### config.mk
export PLATFORM = sky130hd
export DESIGN_NAME = moore_seq_det_param
export DESIGN_NICKNAME = d
export VERILOG_FILES = /design/src/rtl/seq_det_pkg.sv /design/src/rtl/sat_counter.sv /design/src/rtl/moore_seq_det_param.sv
export SDC_FILE = /design/constraint.sdc
export NUM_CORES = 1
export LEC_CHECK = 0
export ABC_AREA = 1
export BUFFER_PORTS_ARGS = -buffer_cell sky130_fd_sc_hd__buf_2
export CAP_MARGIN = 5
export CORE_AREA = 2 2 42 44
export CTS_CLUSTER_SIZE = 24
export DETAILED_ROUTE_END_ITERATION = 12
export DIE_AREA = 0 0 44 46
export MAX_ROUTING_LAYER = met4
export PLACE_DENSITY = 0.74
export SLEW_MARGIN = 20
export SYNTH_ARGS = -nofsm -noshare
export SYNTH_HDL_FRONTEND = slang
export SYNTH_SLANG_ARGS = --single-unit
### constraint.sdc
create_clock -name clk -period 1.5 [get_ports clk]
set_input_delay 0.15 -clock clk [delete_from_list [all_inputs] [get_ports clk]]
set_output_delay 0.15 -clock clk [all_outputs]
set_load 0.01 [all_outputs]
### src/rtl/seq_det_pkg.sv
// Shared elaboration-time helpers for the serial pattern detectors:
// ceil-log2 sizing and the KMP-style prefix transition function.
package seq_det_pkg;

  function automatic int unsigned clog2(input int unsigned v);
    int unsigned r;
    r = 0;
    for (int unsigned i = 0; i < 32; i++)
      if ((32'd1 << i) < v) r = i + 1;
    return r;
  endfunction

  // Longest pattern prefix that is a suffix of (length-s prefix, then b).
  function automatic int unsigned delta(input logic [31:0] pattern,
                                        input int unsigned pat_w,
                                        input int unsigned s,
                                        input logic        b);
    int unsigned res;
    int unsigned m;
    logic        ok;
    logic        tb;
    res = 0;
    for (int unsigned k = 1; k <= pat_w; k++) begin
      if (k <= s + 1) begin
        ok = 1'b1;
        for (int unsigned i = 0; i < k; i++) begin
          m  = s + 1 - k + i;
          tb = (m < s) ? pattern[5'(pat_w - 1 - m)] : b;
          if (pattern[5'(pat_w - 1 - i)] != tb) ok = 1'b0;
        end
        if (ok) res = k;
      end
    end
    return res;
  endfunction

endpackage

### src/rtl/sat_counter.sv
// Saturating up-counter with synchronous clear (clear wins over increment).
module sat_counter #(
  parameter int unsigned CNT_W = 8
) (
  input  logic             clk,
  input  logic             rst,
  input  logic             inc,
  input  logic             clr,
  output logic [CNT_W-1:0] q
);

  always_ff @(posedge clk or negedge rst) begin
    if (!rst)                 q <= '0;
    else if (clr)             q <= '0;
    else if (inc && q != '1)  q <= q + CNT_W'(1);
  end

endmodule

### src/rtl/moore_seq_det_param.sv
// Parametrised Moore serial pattern detector with enable, runtime overlap
// mode and a saturating match counter.
module moore_seq_det_param
  import seq_det_pkg::*;
#(
  parameter int unsigned            PAT_W   = 5,
  parameter logic [PAT_W-1:0]       PATTERN = 5'b10110,
  parameter int unsigned            CNT_W   = 8,
  localparam int unsigned           SW      = clog2(PAT_W + 1)
) (
  input  logic             clk,
  input  logic             rst,
  input  logic             en,
  input  logic             j,
  input  logic             overlap,
  input  logic             clr_cnt,
  output logic             w,
  output logic [CNT_W-1:0] match_cnt,
  output logic [SW-1:0]    state
);

  localparam int unsigned NS = 2 ** SW;

  logic [SW-1:0] ps, ns, sel;
  logic [SW-1:0] tab0 [NS];
  logic [SW-1:0] tab1 [NS];
  logic          hit;

  // Transition table is fully constant; unused codes above PAT_W map to 0,
  // which also recovers any illegal state on the next enabled sample.
  for (genvar g = 0; g < NS; g++) begin : g_tab
    if (g <= PAT_W) begin : g_legal
      localparam logic [SW-1:0] D0 = SW'(delta(32'(PATTERN), PAT_W, g, 1'b0));
      localparam logic [SW-1:0] D1 = SW'(delta(32'(PATTERN), PAT_W, g, 1'b1));
      assign tab0[g] = D0;
      assign tab1[g] = D1;
    end else begin : g_illegal
      assign tab0[g] = '0;
      assign tab1[g] = '0;
    end
  end

  always_comb begin
    sel = ps;
    if (ps == SW'(PAT_W)) sel = overlap ? SW'(PAT_W) : '0;
    ns  = j ? tab1[sel] : tab0[sel];
  end

  assign hit = en && (ns == SW'(PAT_W));

  always_ff @(posedge clk or negedge rst) begin
    if (!rst) begin
      ps <= '0;
      w  <= 1'b0;
    end else if (en) begin
      ps <= ns;
      w  <= (ns == SW'(PAT_W));
    end
  end

  assign state = ps;

  sat_counter #(.CNT_W(CNT_W)) u_cnt (
    .clk (clk),
    .rst (rst),
    .inc (hit),
    .clr (clr_cnt),
    .q   (match_cnt)
  );

endmodule

# Yosys cells after proc, flatten, opt, wreduce, memory -nomap -nowiden
# Memories as Yosys holds them, arrays and structs flattened.
# Index checks and enable logic that the tools add are counted.
[classes] order_cmp=1 n_eq_ne=3 n_bitwise=1 reduce_logical=3 muxes=9 n_addsub=1
[op_table] operator="$mux W3" n=7
[op_table] operator="$mux W8" n=2
[op_table] operator="$add A8 B1 Y8 const B" n=1
[op_table] operator="$ne A8 B8 Y1 const B" n=1
[op_table] operator="$eq A3 B3 Y1 const B" n=2
[op_table] operator="$ge A4 B4 Y1 const B" n=1
[op_table] operator="$not A3 Y4" n=1
[op_table] operator="$logic_and A1 B1 Y1" n=2
[op_table] operator="$reduce_bool A2 Y1" n=1
[word_totals] n_memories=2 word_cells=23 rom_bits=48 input_bits=6 reg_bits=12 out_inout_bits=12
[memory_table] name="(name not given)" depth=8 word_bits=3 read_ports=1 rd_ports_with_merged_regs=0 wr=0 line="moore_seq_det_param.sv:46" source="ns = j ? tab1[sel] : tab0[sel];"
[memory_table] name="(name not given)" depth=8 word_bits=3 read_ports=1 rd_ports_with_merged_regs=0 wr=0 line="moore_seq_det_param.sv:46"

# Logic depth before layout (Yosys ltp)
# Gate-level depths: netlist (run 1).
[depth] ltp_word=12 mapped_depth=8

# Modules after synthesis
# From an unflattened synthesis (run 1), not the netlist that was laid out.
[hier_totals] hier_cells=107 hier_area_um2=740.7
[modules_own_cells] module="sat_counter" seq_area_each_um2=200.2 cells_each=74 instances=1 area_per_inst_um2=511.7
[modules_own_cells] module="moore_seq_det_param" seq_area_each_um2=100.1 cells_each=33 instances=1 area_per_inst_um2=229.0

# Worst setup path before layout (run 1)
# OpenSTA, ideal clock, no wires.
[synth_path] path_kind="register -> register" startpoint="register u_cnt.q[0]" endpoint="register u_cnt.q[5]" required_time_ns=1.434 stages_incl_launch_ff=9 path_buffers=0 setup_time_ns=0.066 path_slack_ns=0.201 arrival_ns=1.233 path_cell_list="dfrtp_1 ha_1 nand3_2 clkinv_1 nand2_2 inv_1 nor2_4 nand3_1 nand2_1"
[synth_between] elab_chain_len=3
[synth_rtl] item="from (decl)" line="sat_counter.sv:9" source="output logic [CNT_W-1:0] q"
[synth_rtl] item="from (signal assigned)" line="sat_counter.sv:15" source="else if (inc && q != '1) q <= q + CNT_W'(1);"
[synth_rtl] item="$add A8 B1 Y8 or $ne A8 B8 Y1 (tied branches)" line="sat_counter.sv:15"
[synth_rtl] item="$mux W8 or $logic_and A1 B1 Y1 (tied branches)" line="sat_counter.sv:15"
[synth_rtl] item="$mux W8 or $reduce_bool A2 Y1 (tied branches)"
# Parallel ways exist; a longest one is shown, timed or not. The select of a mux whose other input is x is not followed.
# A chain may end at the register's enable or synchronous reset.

# Final worst setup path (run 1)
[layout_path] startpoint="register u_cnt.q[0]" endpoint="register u_cnt.q[6]"
# Same word-level chain as after synthesis.

==> summary.md, run 1 <==
| Metric | Value |
|---|---|
| Initial antenna violation count | `0` |
| YS warnings | `0` |
| Final GP Congestion | `0.846` |
| Vias in the first global route | `630` |
| Crit-path slowest cell | `dfrtp_1` |
| Boundary Pins | `18` |
| Post-route minimum period | `1.36 ns` |
| WHS | `0.165 ns` |
| Via Count | `730` |
| Pwr Total | `645 uW` |
| Remaining Overflow, GRT | `0` |
| Pleak | `0.474 nW` |
| Final setup skew | `0.00281 ns` |
| Synth top area share | `39.2%` |
| Max Cap Violations | `0` |
| PD cells | `between 700 and 800 nW/um^2` |
| Largest net degree at the start of global routing | `15` |
| RSZ-0062 raised after global routing | `false` |
| Class of the worst hold path | `in2reg` |
| Via-per-instance ratio | `around 5.2` |
| Critical Path AT | `between 1.5 and 2 ns` |
| Fill count | `164` |
| P_sw | `181 uW` |
| Crit-path max cell delay | `0.42 ns` |
| Status | `finished, final reports clean` |
| Router iterations before antenna repair | `4` |
| Final core occ | `55.4%` |
| Main area contributors after synthesis | `dfrtp_1 39%, nand3_1 14%, nand2_1 11%` |
| Post-synth cell types | `20` |
| # port buffers | `17` |
| CTS clk-pin slew, worst paths | `roughly 0.070 ns` |
| Die Ht | `46 um` |
| Gates resized, CTS repair | `0` |
| Worst Path Buf+Inv | `2` |
| Ant. Diodes | `0` |
| Mapped cell area | `766 sq um` |
| Worst-margin pin slew | `roughly 0.45 ns` |
| All-Layer GR Usage | `19.5%` |
| Setup TNS | `0 ns` |
| Core ar. | `1610 sq um` |
| Critical Path Fanout Max | `5` |
| Fin crit share | `about nine tenths` |
| Inserted Clock Buffers | `3` |
| Syn-to-layout area delta | `16.8%` |
| Clk network pwr share | `30.1%` |
| FMAX | `737 MHz` |
| Starting DRC count in detailed routing | `13` |
| Total Nets Final | `~130` |
| Most frequent cells in the layout | `23 x nand2_1, 22 x nand3_1, 17 x buf_2` |
| FF+latch count, synth | `12` |
| Post-DR wirelength/cell | `11.2 um` |
| Final hold vios | `0` |
| Peak VDD IR | `0.568 mV` |
| Syn nets | `approximately 110` |
| Final setup violation count | `0` |
| Die Area | `~2000 sq um` |
| Clock Path Buffers | `2` |
| Critical path class | `reg2reg` |
| First-pass GRT wire length | `2680 um` |
| Commonest non-fill, non-tap cell in the layout | `nand2_1` |
| Fin area | `895 sq um` |
| Crit path max-delay family | `simple AND/OR/NAND/NOR gates` |
| Required @ worst endpoint | `1.71 ns` |
| # DRC | `0` |
| Endpoint class of the critical path | `flop` |
| DRT Wirelength | `1560 um` |
| Switch share | `approximately 28%` |
| H-tree depth | `1` |
| DP HPWL | `1180 um` |
| Placed Area | `roughly 860 sq um` |
| Worst-path cell chain | `ha_1 -> nand3_2 -> clkinv_1 -> nand2_2 -> inv_1 -> nor2_4 -> nand3_1 -> nand2_1` |
| Remaining antenna violation count | `0` |
| Internal power | `464 uW` |
| Share of post-route cells with drive strength above 1 | `roughly a quarter` |
| CTS Sinks | `12` |
| Seq pwr share | `between 50% and 60%` |
| Gate count after technology mapping | `around 100` |
| CP Launch Type | `flop` |
| Multi-input gate area | `410 sq um` |
| Post-CTS setup buffer count | `0` |
| Max Slew Vio Count | `0` |
| CTS tree | `yes` |
| Combinational Power Share | `15.2%` |
| Max transition margin | `70.0%` |
| Row count | `15` |
| Clock Root Buffer | `clkbuf_4` |
| Clk_lat worst skew | `approximately 0.27 ns` |
| Cell taking the most area after synthesis | `dfrtp_1` |
| Avg Inst Size Synth | `7.36 sq um` |
| Sequential element share of the synthesized area | `39.2%` |
| DIE WIDTH | `approximately 44 um` |
| Starting Density | `47.4%` |
| Register area | `300 sq um` |
-- sequential cells by signal, indices dropped and copies added (netlist names) --
signal / flops
state: 3
u_cnt.q: 8
w: 1
-- worst min-delay path: cells and delay by family --
kind | cells | cell delay (ns)
AND/OR/NAND/NOR | 3 | 0.12
buffers and inverters | 1 | 0.12
-- timing repair --
item | 4_1_cts | 5_1_grt
hold buffers | 1 | 0
setup endpoints to repair | 0 | 0
endpoints found under the hold margin | 12 | 0
-- worst paths after layout --
check | slack [ns] | endpoint | startpoint | cells past startpoint
worst max-delay path | 0.14 | u_cnt.q[6] | u_cnt.q[0] | 8
worst min-delay path | 0.17 | u_cnt.q[7] | clr_cnt | 4
worst max register to register | 0.14 | u_cnt.q[6] | u_cnt.q[0] | 8
worst min register to register | 0.47 | w | w | 2
max in group asynchronous | 1.01 | u_cnt.q[0] | rst | 2
min in group asynchronous | 0.28 | state[1] | rst | 2
-- power groups by stage --
stage	Combinational, mW	Clock, mW	Sequential, mW
floorplan	0.0533	0	0.364
global placement	0.0964	0	0.359
detailed placement	0.0972	0	0.359
CTS	0.0994	0.204	0.353
global route	0.113	0.219	0.355
finish	0.0982	0.194	0.353
-- metal layers --
| metal | track usage (%) | vias to the layer above | wire (um) | share of wire [%] |
|---|---|---|---|---|
| met4 | 14.5 | 0 | 48 | 3.1 |
| met2 | 31.5 | 13 | 751 | 48 |
| met5 | - | - | 0 | 0 |
| met3 | 2.38 | 4 | 57 | 3.6 |
| li1 | - | 381 | - | - |
| met1 | 22.1 | 332 | 704 | 45 |
-- synth_stat cells --
cell	n
nand2_4	1
xor2_1	3
inv_1	9
clkinv_1	1
nand3_1	22
nand3_4	1
nand2_2	2
nand4_1	2
dfrtp_1	12
nand2_1	23
nor2_1	10
o21ai_0	4
nor2_4	1
inv_2	2
nor2_2	4
ha_1	1
o211ai_1	1
nand3_2	1
nor3_1	2
buf_2	2
-- layout make-up --
class / instances / share of cell area, %
Clock buffer: 3 / 2.52
Inverter: 12 / 5.03
Multi-Input combinational cell: 78 / 45.9
Sequential cell: 12 / 33.6
Tap cell: 17 / 2.38
Timing Repair Buffer: 18 / 10.6
-- through the flow --
step	cells	setup slack, ns
after detailed placement	136	0.139
after global placement	136	0.165
after floorplan	104	0.201
final	140	0.143
after global routing	140	0.0201
after CTS	140	0.126
-- cell families (layout without fill, tap and decap cells) --
group,after synthesis,count (layout),share of synthesized area [%]
simple gates,69,69,44.9
buf+inv,14,33,7.19
flops,12,12,39.2
xor+xnor,3,3,3.43
compound gates,5,5,3.60
fa+ha+maj,1,1,1.63
No activity file was read; power rests on OpenSTA's default activity.
==> inputs of run 2 (changes only) <==
--- a/config.mk
+++ b/config.mk
@@ -8,12 +8,14 @@
 export ABC_AREA = 1
 export BUFFER_PORTS_ARGS = -buffer_cell sky130_fd_sc_hd__buf_2
 export CAP_MARGIN = 5
-export CORE_AREA = 2 2 42 44
+export CELL_PAD_IN_SITES_DETAIL_PLACEMENT = 0
+export CELL_PAD_IN_SITES_GLOBAL_PLACEMENT = 1
+export CORE_AREA = 2 2 50 52
 export CTS_CLUSTER_SIZE = 24
 export DETAILED_ROUTE_END_ITERATION = 12
-export DIE_AREA = 0 0 44 46
+export DIE_AREA = 0 0 52 54
 export MAX_ROUTING_LAYER = met4
-export PLACE_DENSITY = 0.74
+export PLACE_DENSITY = 0.72
 export SLEW_MARGIN = 20
 export SYNTH_ARGS = -nofsm -noshare
 export SYNTH_HDL_FRONTEND = slang
==> summary.md, run 2 (same netlist as run 1, synthesis figures left out) <==
| Metric | Value |
|---|---|
| Reg with most FFs | `u_cnt.q (unchanged)` |
| Final hold vios | `0 (unchanged)` |
| Final setup skew | `0.00661 ns (was 0.00281 ns)` |
| # DRC | `0 (unchanged)` |
| Commonest non-fill, non-tap cell in the layout | `nand2_1 (unchanged)` |
| Number of flip-flops under the largest register name | `8 (unchanged)` |
| Clk_lat worst skew | `0.27 ns (about the same)` |
| Syn-to-layout area delta | `20.8% (was 16.8%)` |
| Multi-input gate area | `410 sq um (unchanged)` |
| Max Slew Vio Count | `0 (unchanged)` |
| Endpoint class of the critical path | `flop (unchanged)` |
| Clock Root Buffer | `clkbuf_4 (unchanged)` |
| Row count | `18 (was 15)` |
| Pleak | `0.482 nW (was 0.474 nW)` |
| DP HPWL | `1240 um (was 1180 um)` |
| Post-DR wirelength/cell | `11.0 um (was 11.2 um)` |
| Gates resized, CTS repair | `0 (unchanged)` |
| Vias in the first global route | `643 (was 630)` |
| Post-CTS Hold Buffers | `1 (unchanged)` |
| Register area | `300 sq um (unchanged)` |
| Final setup violation count | `0 (unchanged)` |
| Critical Path Fanout Max | `5 (unchanged)` |
| Worst-margin pin slew | `0.471 ns (was 0.450 ns)` |
| Die Area | `2810 sq um (was 2020 sq um)` |
| Ant. Diodes | `0 (unchanged)` |
| Via-per-instance ratio | `4.66 (was 5.21)` |
| First-pass GRT wire length | `2830 um (was 2680 um)` |
| Max transition margin | `68.6% (was 70.0%)` |
| Share of post-route cells with drive strength above 1 | `26.6% (was 26.0%)` |
| Clock Path Buffers | `2 (unchanged)` |
| R2R Setup Slk | `0.13 ns (was 0.14 ns)` |
| PD cells | `774 nW/um^2 (was 721 nW/um^2)` |
| Final worst slack | `0.128 ns (was 0.143 ns)` |
| Most frequent cells in the layout | `23 x nand2_1, 22 x nand3_1, 17 x buf_2 (unchanged)` |
| FMAX | `729 MHz (was 737 MHz)` |
| Worst Hold End | `u_cnt.q[7] (unchanged)` |
| CTS clk-pin slew, worst paths | `0.09 ns (was 0.07 ns)` |
| Setup crit start | `u_cnt.q[0] (unchanged)` |
| HP Start | `clr_cnt (unchanged)` |
| CTS tree | `yes (unchanged)` |
| Remaining Overflow, GRT | `0 (unchanged)` |
| Largest net degree at the start of global routing | `15 (unchanged)` |
| Post-route minimum period | `1.37 ns (was 1.36 ns)` |
| Inserted Clock Buffers | `3 (unchanged)` |
| CTS Sinks | `12 (unchanged)` |
| Remaining antenna violation count | `0 (unchanged)` |
| Status | `finished, final reports clean (unchanged)` |
| Max Cap Violations | `0 (unchanged)` |
| DIE WIDTH | `52 um (was 44 um)` |
| Critical Path AT | `1.58 ns (was 1.57 ns)` |
| Initial antenna violation count | `0 (unchanged)` |
| Router iterations before antenna repair | `4 (unchanged)` |
| Post-CTS setup buffer count | `0 (unchanged)` |
| Core ar. | `2320 sq um (was 1610 sq um)` |
| CP Launch Type | `flop (unchanged)` |
| Worst r2r dst | `u_cnt.q[2] (was u_cnt.q[6])` |
| Starting DRC count in detailed routing | `8 (was 13)` |
| Total Nets Final | `132 (unchanged)` |
| DRT Wirelength | `1690 um (was 1560 um)` |
| Inst Count DP | `149 (was 136)` |
| Post-Layout Cell Count | `154 (was 140)` |
| Required @ worst endpoint | `1.71 ns (about the same)` |
| Worst hold stages | `4 (unchanged)` |
| # port buffers | `17 (unchanged)` |
| Setup TNS | `0 ns (unchanged)` |
| Fin crit share | `91.5% (was 90.5%)` |
| Peak VDD IR | `0.411 mV (was 0.568 mV)` |
| Setup WS pre-CTS | `0.131 ns (was 0.139 ns)` |
| Final GP Congestion | `0.771 (was 0.846)` |
| Die Ht | `54 um (was 46 um)` |
| Fill count | `252 (was 164)` |
| H-tree depth | `1 (unchanged)` |
| Critical path class | `reg2reg (unchanged)` |
| All-Layer GR Usage | `14.1% (was 19.5%)` |
| Class of the worst hold path | `in2reg (unchanged)` |
| Starting Density | `33.0% (was 47.4%)` |
| Via Count | `717 (was 730)` |
| Boundary Pins | `18 (unchanged)` |
| Worst r2r path cells | `8 (unchanged)` |
| Worst r2r src | `u_cnt.q[0] (unchanged)` |
| RSZ-0062 raised after global routing | `false (unchanged)` |
run 2: final cells by class:
type	count	area share (%)
Clock buffer	4	3.92
Sequential cell	12	32.5
Multi-Input combinational cell	78	44.4
Tap cell	30	4.06
Timing Repair Buffer	18	10.3
Inverter	12	4.87
run 2: metal layers:
| layer | track usage [%] | routed length (um) | vias to the layer above |
|---|---|---|---|
| met4 | 5.26 | 18 | 0 |
| li1 | - | - | 377 |
| met2 | 22.2 | 753 | 15 |
| met1 | 18.1 | 846 | 323 |
| met3 | 2.78 | 75 | 2 |
| met5 | - | 0 | - |
run 2: through the flow:
step                hold WS [ns]  total power, mW  instance area, sq um  util, %
floorplan                 -0.146            0.418                   766        -
global placement          0.0553            0.458                   878     37.9
detailed placement        0.0580            0.458                   878     37.9
CTS                        0.151            0.727                   925     39.9
global route               0.174            0.752                   925     39.9
finish                     0.153            0.716                   925     39.9
run 2: critical path: stages, from the launching register on:
cell	delay (ns)
dfrtp_1	0.43
ha_1	0.26
nand3_2	0.09
clkinv_1	0.07
nand2_2	0.09
inv_1	0.07
nor2_4	0.15
nand3_1	0.09
nand2_1	0.08
run 2: power breakdown:
part	internal [mW]	total (mW)	switching (mW)
Clock	0.147	0.263	0.116
Sequential	0.337	0.353	0.0161
Combinational	0.0343	0.0999	0.0656
run 2: worst max path at each step:
stage	end	slack (ns)	cells past startpoint
global placement	u_cnt.q[1]	0.17	8
CTS	u_cnt.q[2]	0.11	8
detailed placement	u_cnt.q[1]	0.13	8
floorplan	u_cnt.q[5]	0.20	8
finish	u_cnt.q[2]	0.13	8
global route	u_cnt.q[1]	0.007	8
==> inputs of run 3 (changes only) <==
--- a/config.mk
+++ b/config.mk
@@ -7,7 +7,6 @@
 export LEC_CHECK = 0
 export ABC_AREA = 1
 export BUFFER_PORTS_ARGS = -buffer_cell sky130_fd_sc_hd__buf_2
-export CAP_MARGIN = 5
 export CELL_PAD_IN_SITES_DETAIL_PLACEMENT = 0
 export CELL_PAD_IN_SITES_GLOBAL_PLACEMENT = 1
 export CORE_AREA = 2 2 50 52
@@ -16,6 +15,7 @@
 export DIE_AREA = 0 0 52 54
 export MAX_ROUTING_LAYER = met4
 export PLACE_DENSITY = 0.72
+export RECOVER_POWER = 25
 export SLEW_MARGIN = 20
 export SYNTH_ARGS = -nofsm -noshare
 export SYNTH_HDL_FRONTEND = slang
==> summary.md, run 3 (same netlist as run 1, synthesis figures left out) <==
| Metric | Value |
|---|---|
| Status | `finished, final reports clean (unchanged)` |
| Inserted Clock Buffers | `3 (unchanged)` |
| RSZ-0062 raised after global routing | `false (unchanged)` |
| Internal power | `518 uW (about the same)` |
| All-Layer GR Usage | `14.1% (unchanged)` |
| CTS Sinks | `12 (unchanged)` |
| Critical Path Fanout Max | `5 (unchanged)` |
| Boundary Pins | `18 (unchanged)` |
| Critical Path AT | `1.58 ns (about the same)` |
| Syn-to-layout area delta | `20.6% (was 20.8%)` |
| Met1 Usage GRT | `18.1% (unchanged)` |
| CTS clk-pin slew, worst paths | `0.08 ns (was 0.09 ns)` |
| Final worst slack | `0.131 ns (was 0.128 ns)` |
| Total Nets Final | `132 (unchanged)` |
| H-tree depth | `1 (unchanged)` |
| Required @ worst endpoint | `1.71 ns (about the same)` |
| Worst-path cell chain | `ha_1 -> nand3_2 -> clkinv_1 -> nand2_2 -> inv_1 -> nor2_4 -> nand3_1 -> nand2_1 (unchanged)` |
| P_sw | `197 uW (was 198 uW)` |
| Row count | `18 (unchanged)` |
| Final GP Congestion | `0.771 (unchanged)` |
| WHS | `0.155 ns (was 0.153 ns)` |
| # port buffers | `17 (unchanged)` |
| Combinational Power Share | `13.9% (was 14.0%)` |
| Max Cap Violations | `0 (unchanged)` |
| Most frequent cells in the layout | `23 x nand2_1, 22 x nand3_1, 16 x buf_2 (was 23 x nand2_1, 22 x nand3_1, 17 x buf_2)` |
| Fin crit share | `91.3% (was 91.5%)` |
| Class of the worst hold path | `in2reg (unchanged)` |
| Final hold vios | `0 (unchanged)` |
| Setup WS pre-CTS | `0.131 ns (unchanged)` |
| Global routing usage on met3 | `2.78% (unchanged)` |
| Max Slew Vio Count | `0 (unchanged)` |
| Post-DR wirelength/cell | `10.9 um (was 11.0 um)` |
| Fin area | `923 sq um (was 925 sq um)` |
| Via Count | `710 (was 717)` |
| DRT Wirelength | `1690 um (about the same)` |
| Reg with most FFs | `u_cnt.q (unchanged)` |
| Post-route minimum period | `1.37 ns (about the same)` |
| Critical path class | `reg2reg (unchanged)` |
| CP Launch Type | `flop (unchanged)` |
| Endpoint class of the critical path | `flop (unchanged)` |
| Top Usage Layer GRT | `met2 (unchanged)` |
| Clock Path Buffers | `2 (unchanged)` |
| Final setup skew | `0.00528 ns (was 0.00661 ns)` |
| Crit-path slowest cell | `dfrtp_1 (unchanged)` |
| # DRC | `0 (unchanged)` |
| Gates resized, CTS repair | `0 (unchanged)` |
| Clk_lat worst skew | `0.27 ns (about the same)` |
| Crit-path max cell delay | `0.43 ns (about the same)` |
| Router iterations before antenna repair | `4 (unchanged)` |
| Starting DRC count in detailed routing | `8 (unchanged)` |
| Final core occ | `39.8% (was 39.9%)` |
| CTS tree | `yes (unchanged)` |
| Vias in the first global route | `643 (unchanged)` |
| Clock Root Buffer | `clkbuf_4 (unchanged)` |
| Share of post-route cells with drive strength above 1 | `25.8% (was 26.6%)` |
| Remaining Overflow, GRT | `0 (unchanged)` |
| DP HPWL | `1240 um (unchanged)` |
| HP Start | `clr_cnt (unchanged)` |
| Starting Density | `33.0% (unchanged)` |
| FMAX | `730 MHz (was 729 MHz)` |
| Final setup violation count | `0 (unchanged)` |
| DIE WIDTH | `52 um (unchanged)` |
| Pleak | `0.479 nW (was 0.482 nW)` |
| Worst r2r src | `u_cnt.q[0] (unchanged)` |
| Number of flip-flops under the largest register name | `8 (unchanged)` |
| Die Ht | `54 um (unchanged)` |
| Switch share | `27.5% (was 27.6%)` |
| Grt met2 use | `22.2% (unchanged)` |
| Peak VDD IR | `0.408 mV (was 0.411 mV)` |
| Placed Area | `878 sq um (unchanged)` |
| Initial antenna violation count | `0 (unchanged)` |
| Via-per-instance ratio | `4.61 (was 4.66)` |
| Worst-margin pin slew | `0.718 ns (was 0.471 ns)` |
| Core ar. | `2320 sq um (unchanged)` |
| Post-CTS setup buffer count | `0 (unchanged)` |
| PD cells | `773 nW/um^2 (was 774 nW/um^2)` |
| Seq pwr share | `49.4% (was 49.3%)` |
| Fill count | `253 (was 252)` |
| Clk network pwr share | `36.7% (was 36.8%)` |
| Largest net degree at the start of global routing | `15 (unchanged)` |
| Commonest non-fill, non-tap cell in the layout | `nand2_1 (unchanged)` |
| Ant. Diodes | `0 (unchanged)` |
| Setup TNS | `0 ns (unchanged)` |
| Max transition margin | `52.1% (was 68.6%)` |
| First-pass GRT wire length | `2830 um (unchanged)` |
| Setup crit start | `u_cnt.q[0] (unchanged)` |
| Die Area | `2810 sq um (unchanged)` |
| Remaining antenna violation count | `0 (unchanged)` |
## run 3: changes by cell type in the layout (fill, tap and decap cells not counted), sizes merged
cell and change:
buf -1, clkbuf +1
## run 3: per-stage QoR
stage | total power [mW] | std cells
3_5_place_dp | 0.458 | 149
6_report | 0.714 | 154
4_1_cts | 0.727 | 154
3_3_place_gp | 0.458 | 149
2_1_floorplan | 0.418 | 104
5_1_grt | 0.751 | 154
## run 3: final cells by class
| cell class | count | area (sq um) | share of cell area, % |
|---|---|---|---|
| Timing Repair Buffer | 18 | 93.8 | 10.2 |
| Multi-Input combinational cell | 78 | 410 | 44.4 |
| Tap cell | 30 | 37.5 | 4.07 |
| Clock buffer | 4 | 36.3 | 3.93 |
| Sequential cell | 12 | 300 | 32.5 |
| Inverter | 12 | 45.0 | 4.88 |
## run 3: layer usage
layer  vias to the layer above  part of all wire, %
met5                         -                    0
met3                         2                  4.2
met1                       316                   50
met4                         0                  1.1
met2                        15                   44
li1                        377                    -
## run 3: worst max-delay path, delay by kind of cell (launching register included)
kind	cells	cell delay, ns
buffers and inverters	2	0.14
adder cells (fa/ha/maj)	1	0.26
flip-flops	1	0.43
AND/OR/NAND/NOR	5	0.50
## run 3: power by group through the flow
| stage | clock network, mW | registers [mW] | logic [mW] |
|---|---|---|---|
| global placement | 0 | 0.359 | 0.0991 |
| detailed placement | 0 | 0.359 | 0.0984 |
| global route | 0.284 | 0.356 | 0.111 |
| CTS | 0.274 | 0.353 | 0.101 |
| floorplan | 0 | 0.364 | 0.0533 |
| finish | 0.262 | 0.353 | 0.0996 |
## run 3: worst paths after layout
kind                                    to  slack (ns)  cells after the start
min in group asynchronous       u_cnt.q[1]        0.44                      2
max in group asynchronous                w        0.61                      2
worst max register to register  u_cnt.q[2]        0.13                      8
worst min-delay path            u_cnt.q[7]        0.15                      4
worst max-delay path            u_cnt.q[2]        0.13                      8
worst min register to register           w        0.48                      2
## run 3: repair_timing
action | 4_1_cts | 5_1_grt
endpoints found under the hold margin | 12 | 0
hold buffers | 1 | 0
setup endpoints to repair | 0 | 0
